File: config.mk
export PLATFORM = sky130hd
export DESIGN_NAME = pwm_capture
export DESIGN_NICKNAME = d
export VERILOG_FILES = /design/src/rtl/pwm_pkg.sv /design/src/rtl/pwm_edge_sync.sv /design/src/rtl/pwm_capture.sv
export SDC_FILE = /design/constraint.sdc
export NUM_CORES = 1
export LEC_CHECK = 0
export ABC_AREA = 1
export CAP_MARGIN = 5
export CORE_ASPECT_RATIO = 1.2
export CORE_MARGIN = 8
export CORE_UTILIZATION = 57
export CTS_BUF_LIST = sky130_fd_sc_hd__clkbuf_2
export DETAILED_ROUTE_END_ITERATION = 10
export PLACE_DENSITY = 0.9
export SLEW_MARGIN = 40
export SYNTH_ARGS = -nofsm -noshare
export SYNTH_HDL_FRONTEND = slang
export SYNTH_SLANG_ARGS = --single-unit
File: constraint.sdc
create_clock -name aclk -period 1.8 [get_ports aclk]
set_input_delay 0.36 -clock aclk [delete_from_list [all_inputs] [get_ports aclk]]
set_output_delay 0.36 -clock aclk [all_outputs]
set_load 0.02 [all_outputs]
File: src/rtl/pwm_pkg.sv
// Shared definitions for the PWM capture path: FSM encoding and default sizing.
package pwm_pkg;

    typedef enum logic [1:0] {
        ST_IDLE   = 2'd0,
        ST_ARMED  = 2'd1,
        ST_LOCKED = 2'd2
    } state_t;

    localparam int          DEFAULT_WIDTH         = 32;
    localparam logic [31:0] DEFAULT_TIMEOUT_TICKS = 32'hFFFF_FFFE;

endpackage

File: src/rtl/pwm_edge_sync.sv
// Two-flop synchronizer plus a previous-sample flop; emits the synchronized
// level and single-cycle rise/fall strobes.
module pwm_edge_sync (
    input  logic aclk,
    input  logic reset,
    input  logic i_async,
    output logic o_level,
    output logic o_rise,
    output logic o_fall
);

    logic r_s1;
    logic r_s2;
    logic r_s3;

    always_ff @(posedge aclk) begin
        if (reset) begin
            r_s1 <= 1'b0;
            r_s2 <= 1'b0;
            r_s3 <= 1'b0;
        end else begin
            r_s1 <= i_async;
            r_s2 <= r_s1;
            r_s3 <= r_s2;
        end
    end

    assign o_level = r_s2;
    assign o_rise  = r_s2 & ~r_s3;
    assign o_fall  = ~r_s2 & r_s3;

endmodule

File: src/rtl/pwm_capture.sv
// PWM demodulator: measures rise-to-rise period (minus one) and high time in
// ce ticks, reported in the same encoding the pwm_l1 modulator consumes.
module pwm_capture
    import pwm_pkg::*;
#(
    parameter int               WIDTH         = DEFAULT_WIDTH,
    parameter logic [WIDTH-1:0] TIMEOUT_TICKS = WIDTH'(DEFAULT_TIMEOUT_TICKS)
) (
    input  logic             aclk,
    input  logic             reset,
    input  logic             ce,
    input  logic             pwm_in,
    output logic [WIDTH-1:0] period,
    output logic [WIDTH-1:0] comparator,
    output logic             update,
    output logic             valid,
    output logic             stall,
    output logic             stall_level
);

    logic w_level;
    logic w_rise;
    logic w_fall;
    logic w_timeout;

    state_t           r_state;
    logic [WIDTH-1:0] r_pcnt;
    logic [WIDTH-1:0] r_hcnt;
    logic             r_high_open;
    logic [WIDTH-1:0] r_period;
    logic [WIDTH-1:0] r_comparator;
    logic             r_update;
    logic             r_valid;
    logic             r_stall;
    logic             r_stall_level;

    pwm_edge_sync u_edge_sync (
        .aclk    (aclk),
        .reset   (reset),
        .i_async (pwm_in),
        .o_level (w_level),
        .o_rise  (w_rise),
        .o_fall  (w_fall)
    );

    // A rise in the same cycle always takes priority over a timeout.
    assign w_timeout = (r_state != ST_IDLE) && ce && !w_rise &&
                       (r_pcnt == TIMEOUT_TICKS);

    always_ff @(posedge aclk) begin
        if (reset) begin
            r_state       <= ST_IDLE;
            r_pcnt        <= '0;
            r_hcnt        <= '0;
            r_high_open   <= 1'b0;
            r_period      <= '0;
            r_comparator  <= '0;
            r_update      <= 1'b0;
            r_valid       <= 1'b0;
            r_stall       <= 1'b0;
            r_stall_level <= 1'b0;
        end else begin
            r_update <= 1'b0;
            if (w_rise) begin
                r_pcnt      <= '0;
                r_hcnt      <= WIDTH'(ce);
                r_high_open <= 1'b1;
                r_stall     <= 1'b0;
                if (r_state == ST_IDLE) begin
                    r_state <= ST_ARMED;
                end else begin
                    r_period     <= r_pcnt;
                    r_comparator <= r_hcnt;
                    r_update     <= 1'b1;
                    r_valid      <= 1'b1;
                    r_state      <= ST_LOCKED;
                end
            end else begin
                if (ce && (r_pcnt != TIMEOUT_TICKS)) begin
                    r_pcnt <= r_pcnt + WIDTH'(1);
                end
                // High time freezes at the first fall after the rise.
                if (ce && w_level && r_high_open && (r_hcnt != TIMEOUT_TICKS)) begin
                    r_hcnt <= r_hcnt + WIDTH'(1);
                end
                if (w_fall) begin
                    r_high_open <= 1'b0;
                end
                if (w_timeout) begin
                    r_stall       <= 1'b1;
                    r_stall_level <= w_level;
                    r_valid       <= 1'b0;
                    r_state       <= ST_IDLE;
                end
            end
        end
    end

    assign period      = r_period;
    assign comparator  = r_comparator;
    assign update      = r_update;
    assign valid       = r_valid;
    assign stall       = r_stall;
    assign stall_level = r_stall_level;

endmodule

Yosys cells after proc, flatten, opt, wreduce, memory -nomap -nowiden
Index checks and enable logic that the tools add are counted.

Register bits after elaboration: 138. Latch bits: 0. Bits in writable memories: 0. Bits in read-only memories: 0. Bits of input ports: 4. Output and inout bits: 68. Word-level logic and storage cells: 55. Memories kept: 0.

Add/sub/neg operators: 2. Multipliers: 0. Divide/modulo/power cells: 0. $lt $le $gt $ge: 0. Eq/ne operators: 4. Shift-type cells: 0. Multiplexer cells: 11. Bitwise logic cells: 6. Reductions and logical operators: 18.

Operators by type and width (number): $add A32 B1 Y32 const B (2); $ne A32 B32 Y1 const B (2); $eq A32 B32 Y1 const B (1); $mux W1 (8); $reduce_bool A2 Y1 (4); $logic_and A1 B1 Y1 (7); $mux W2 (3); $reduce_and A2 Y1 (3); $not A1 Y1 (4); $reduce_or A2 Y1 (2); $and A1 B1 Y1 (2); $logic_not A2 Y1 (1); $ne A2 B2 Y1 const B (1); $logic_not A1 Y1 (1).

Longest topological paths before layout
Depth in word-level cells: 7. Depth in mapped cells: 12. Depth with buffers taken out: 12.

Cells and area by module
From an unflattened synthesis, not the netlist that was laid out.

Cell total of the unflattened synthesis: 997. Area total of the unflattened synthesis: 6616.3 um^2.

By module, submodules not included: pwm_capture (times used 1, cells an instance 985, area an instance 6522.5 um^2, seq. area each 2702.6 um^2); pwm_edge_sync (times used 1, cells an instance 12, area an instance 93.8 um^2, seq. area each 60.1 um^2).

Worst setup path after synthesis
OpenSTA, ideal clock, no wires.

Path type: register -> register. From: reg r_hcnt[0]. To: reg r_hcnt[10]. Arrival: 1.477 ns. Slack: 0.252 ns. Cell stages (with the launch flop): 13. Path buffers: 1. Clock period less this slack: 1.548 ns. Path through: dfxtp_1 inv_1 ha_1 inv_1 nor2_1 nand2_1 nor2_4 nand2_4 nand2_8 inv_2 buf_6 nand2_1 a21oi_1.

Longest elaborated chain between the ends: 2.

RTL lines: from (decl) (line pwm_capture.sv:28) `logic [WIDTH-1:0] r_hcnt;`; from (signal assigned) (line pwm_capture.sv:66) `r_hcnt <= WIDTH'(ce);`; from (signal assigned) (line pwm_capture.sv:84) `r_hcnt <= r_hcnt + WIDTH'(1);`; branches (longest 2 deep; another with $add A32 B1 Y32).

Parallel ways; which one is timed is not known. A chain may end at the register's enable or synchronous reset.

Worst setup path after layout
From: reg r_period[31] (netlist: period[31]). To: out period[31].

RTL lines: from (decl) (line pwm_capture.sv:30) `logic [WIDTH-1:0] r_period;`; from (signal assigned) (line pwm_capture.sv:72) `r_period <= r_pcnt;`; to (decl) (line pwm_capture.sv:13) `output logic [WIDTH-1:0] period,`.

No word-level cell between the ends.

==> results.json <==
{
  "status": "completed",
  "io_buffers": 71,
  "use_met2_pct": 44.97,
  "whs_path_depth": 3,
  "wire_per_inst_um": 14.46,
  "arrival_ps": 1370,
  "reg2reg_slack_ps": 110,
  "antennaDiodeCount": 0,
  "max_slew_margin_pct": 68.06,
  "detail-route-antenna-nets": 0,
  "reg2reg_to": "stall_level$_SDFFE_PP0P_",
  "cap_violations": 0,
  "grt_remaining_overflow": 0,
  "worstMarginPinSlew_ps": 479.2,
  "fin_crit_ps": 1731,
  "gr-usage-met1_pct": 23.69,
  "drt-total-wl_mm": 18.54,
  "cts_tree": "built",
  "drt_iter0_markers": 488,
  "path_delay_family": "flip-flops",
  "critPathBufInv": 1,
  "cp-end-kind": "output pin",
  "cts.htree.levels": 4,
  "path_max_fanout": 2,
  "syn_nets": 1022,
  "rr_startpoint": "r_pcnt[1]$_SDFFE_PP0P_",
  "cts.sinks": 138,
  "area_growth_pct": 22.39,
  "grt_pass1_vias": 6708,
  "viasPerCell": 5.317,
  "power_density_mw_per_mm2": 666.6,
  "yosysSeqAreaShare_pct": 41.06,
  "fp.dieH_um": 135.0,
  "power_mw": 5.489,
  "tns_ps": 0,
  "layout_common_cells": "nand2_1, nor2_1, dfxtp_1, a21oi_1, o21ai_0",
  "fmax_mhz": 577.8,
  "setup_viol": 0,
  "path_class": "flop to output pin",
  "hold_violations": 0,
  "grt_pass1_wl_mm": 30.18,
  "start_util_pct": 58.43,
  "final_common_cell": "nand2_1",
  "leakagePower_nw": 3.086,
  "cts_buffer_depth": 2,
  "busiest_layer": "met2",
  "setup_slack_ps": 69.16,
  "ys_types": 26,
  "avgSynthCellArea_um2": 6.641,
  "grtUsageMet3_pct": 4.958,
  "fp.dieArea_mm2": 0.01555,
  "worstHoldStart": "pwm_in",
  "antenna_found_initial": 0,
  "crit_chain": "clkdlybuf4s15_2",
  "hold_ws_ps": 162.6,
  "yosysWarningCount": 0,
  "peakVddDrop_uv": 520.7,
  "hold_class": "input pin to flop",
  "fin_area_mm2": 0.008234,
  "gp_congestion": 0.9717,
  "required_ps": 1440,
  "grt_use_total_pct": 24.35,
  "fin_crit_sh_pct": 96.16,
  "mappedNetlistArea_mm2": 0.006728,
  "crit_path_max_incr_delay_ps": 400,
  "numCtsBuffers": 17,
  "place_inst": 1246,
  "finalNonFillerCells": 1282,
  "synth_seq_cells": 138,
  "pre_cts_slack_ps": 22.59,
  "synth_cells": 1013,
  "grt_max_degree": 66,
  "critPathSlowestCell": "dfxtp_1",
  "r2r_cells": 11,
  "fin_util_pct": 71.52,
  "num_rows": 43,
  "die_w_um": 115.2,
  "fin_skew_ps": 26.03,
  "clk-insertion-delay-late_ps": 720,
  "vias": 6817,
  "clk_pin_slew_ps": 200,
  "clock-root-buffer": "clkbuf_2",
  "drc": 0,
  "hpwl_mm": 13.22,
  "top_level_ports": 72,
  "drv_slew": 0,
  "dr.pass1.iters": 5,
  "start_kind": "flop",
  "core_area_mm2": 0.01151,
  "hold_end": "u_edge_sync.r_s1$_SDFF_PP0_",
  "drive_gt1_share_pct": 20.00,
  "finalNetCount": 1121,
  "placed_cell_area_mm2": 0.007828
}
## repair_timing
item | CTS | global route
gates resized for setup | 205 | 60
hold buffers | 0 | 0
gates cloned | 0 | 0
endpoints found under the setup margin | 76 | 83
setup buffers | 0 | 4
pin swaps | 1 | 1
## area by class of cell
type                            instances  area, um2
Clock buffer                           18      90.09
Inverter                               79      301.5
Sequential cell                       138       2814
Multi-Input combinational cell        760       3511
Timing Repair Buffer                  116       1125
Tap cell                              157      196.4
Fill cell                             936       3279
Clock inverter                         14      196.4
## synth_stat cells
master,number,area [um2]
nand2_2,8,50.05
nand3b_1,2,15.01
o21ai_0,77,385.4
nor2_1,194,728.2
nand4_1,11,68.82
buf_1,2,7.510
o21a_1,1,7.510
nand3_1,38,190.2
buf_2,2,10.01
nand2_8,2,40.04
nor3_1,4,20.02
nand2_1,289,1085
inv_1,75,281.5
buf_6,8,90.09
nor2_4,7,78.83
inv_2,3,11.26
o211ai_1,1,7.510
inv_4,1,6.260
nor2_2,8,50.05
clkbuf_1,24,90.09
xnor2_1,3,26.28
dfxtp_1,138,2763
a21oi_1,84,420.4
xor2_1,24,210.2
ha_1,5,62.56
nand2_4,2,22.52
## sequential cells by signal, summed over array words and instances (netlist names), 2 cells and up
register	count
comparator	32
r_hcnt	32
r_pcnt	32
r_state	2
period	32
## layer usage
metal | wire, um | up-vias
met5 | 0 | -
met4 | 1009 | 0
met3 | 883 | 81
met2 | 9820 | 238
met1 | 6826 | 3101
li1 | - | 3397
## report_power, final
| group | leakage, nW | total [mW] | switching, mW | internal, mW |
|---|---|---|---|---|
| clock | 0.151 | 2.11 | 1.19 | 0.924 |
| combinational | 1.80 | 0.269 | 0.173 | 0.0953 |
| sequential | 1.13 | 3.11 | 0.0178 | 3.09 |
| total | 3.09 | 5.49 | 1.38 | 4.11 |
## cell families after synthesis
kind of cell,count (synthesis),share of synthesized area (%)
fa+ha+maj,5,0.9299
buf+inv,115,7.384
compound gates,163,12.20
flops,138,41.06
simple gates,565,34.91
xor+xnor,27,3.515
## worst max path at each step
stage	start	endpoint	slack, ps	cells past startpoint
global route	r_pcnt[2]$_SDFFE_PP0P_	r_pcnt[25]$_SDFFE_PP0P_	-50	8
floorplan	r_hcnt[0]$_SDFFE_PP0P_	r_hcnt[10]$_SDFFE_PP0P_	250	12
detailed placement	ce	r_hcnt[22]$_SDFFE_PP0P_	20	7
finish	period[31]$_SDFFE_PP0P_	period[31]	70	1
global placement	ce	r_hcnt[22]$_SDFFE_PP0P_	70	7
CTS	r_pcnt[0]$_SDFFE_PP0P_	r_pcnt[14]$_SDFFE_PP0P_	1	11
Power figures use the tool's default switching activity.
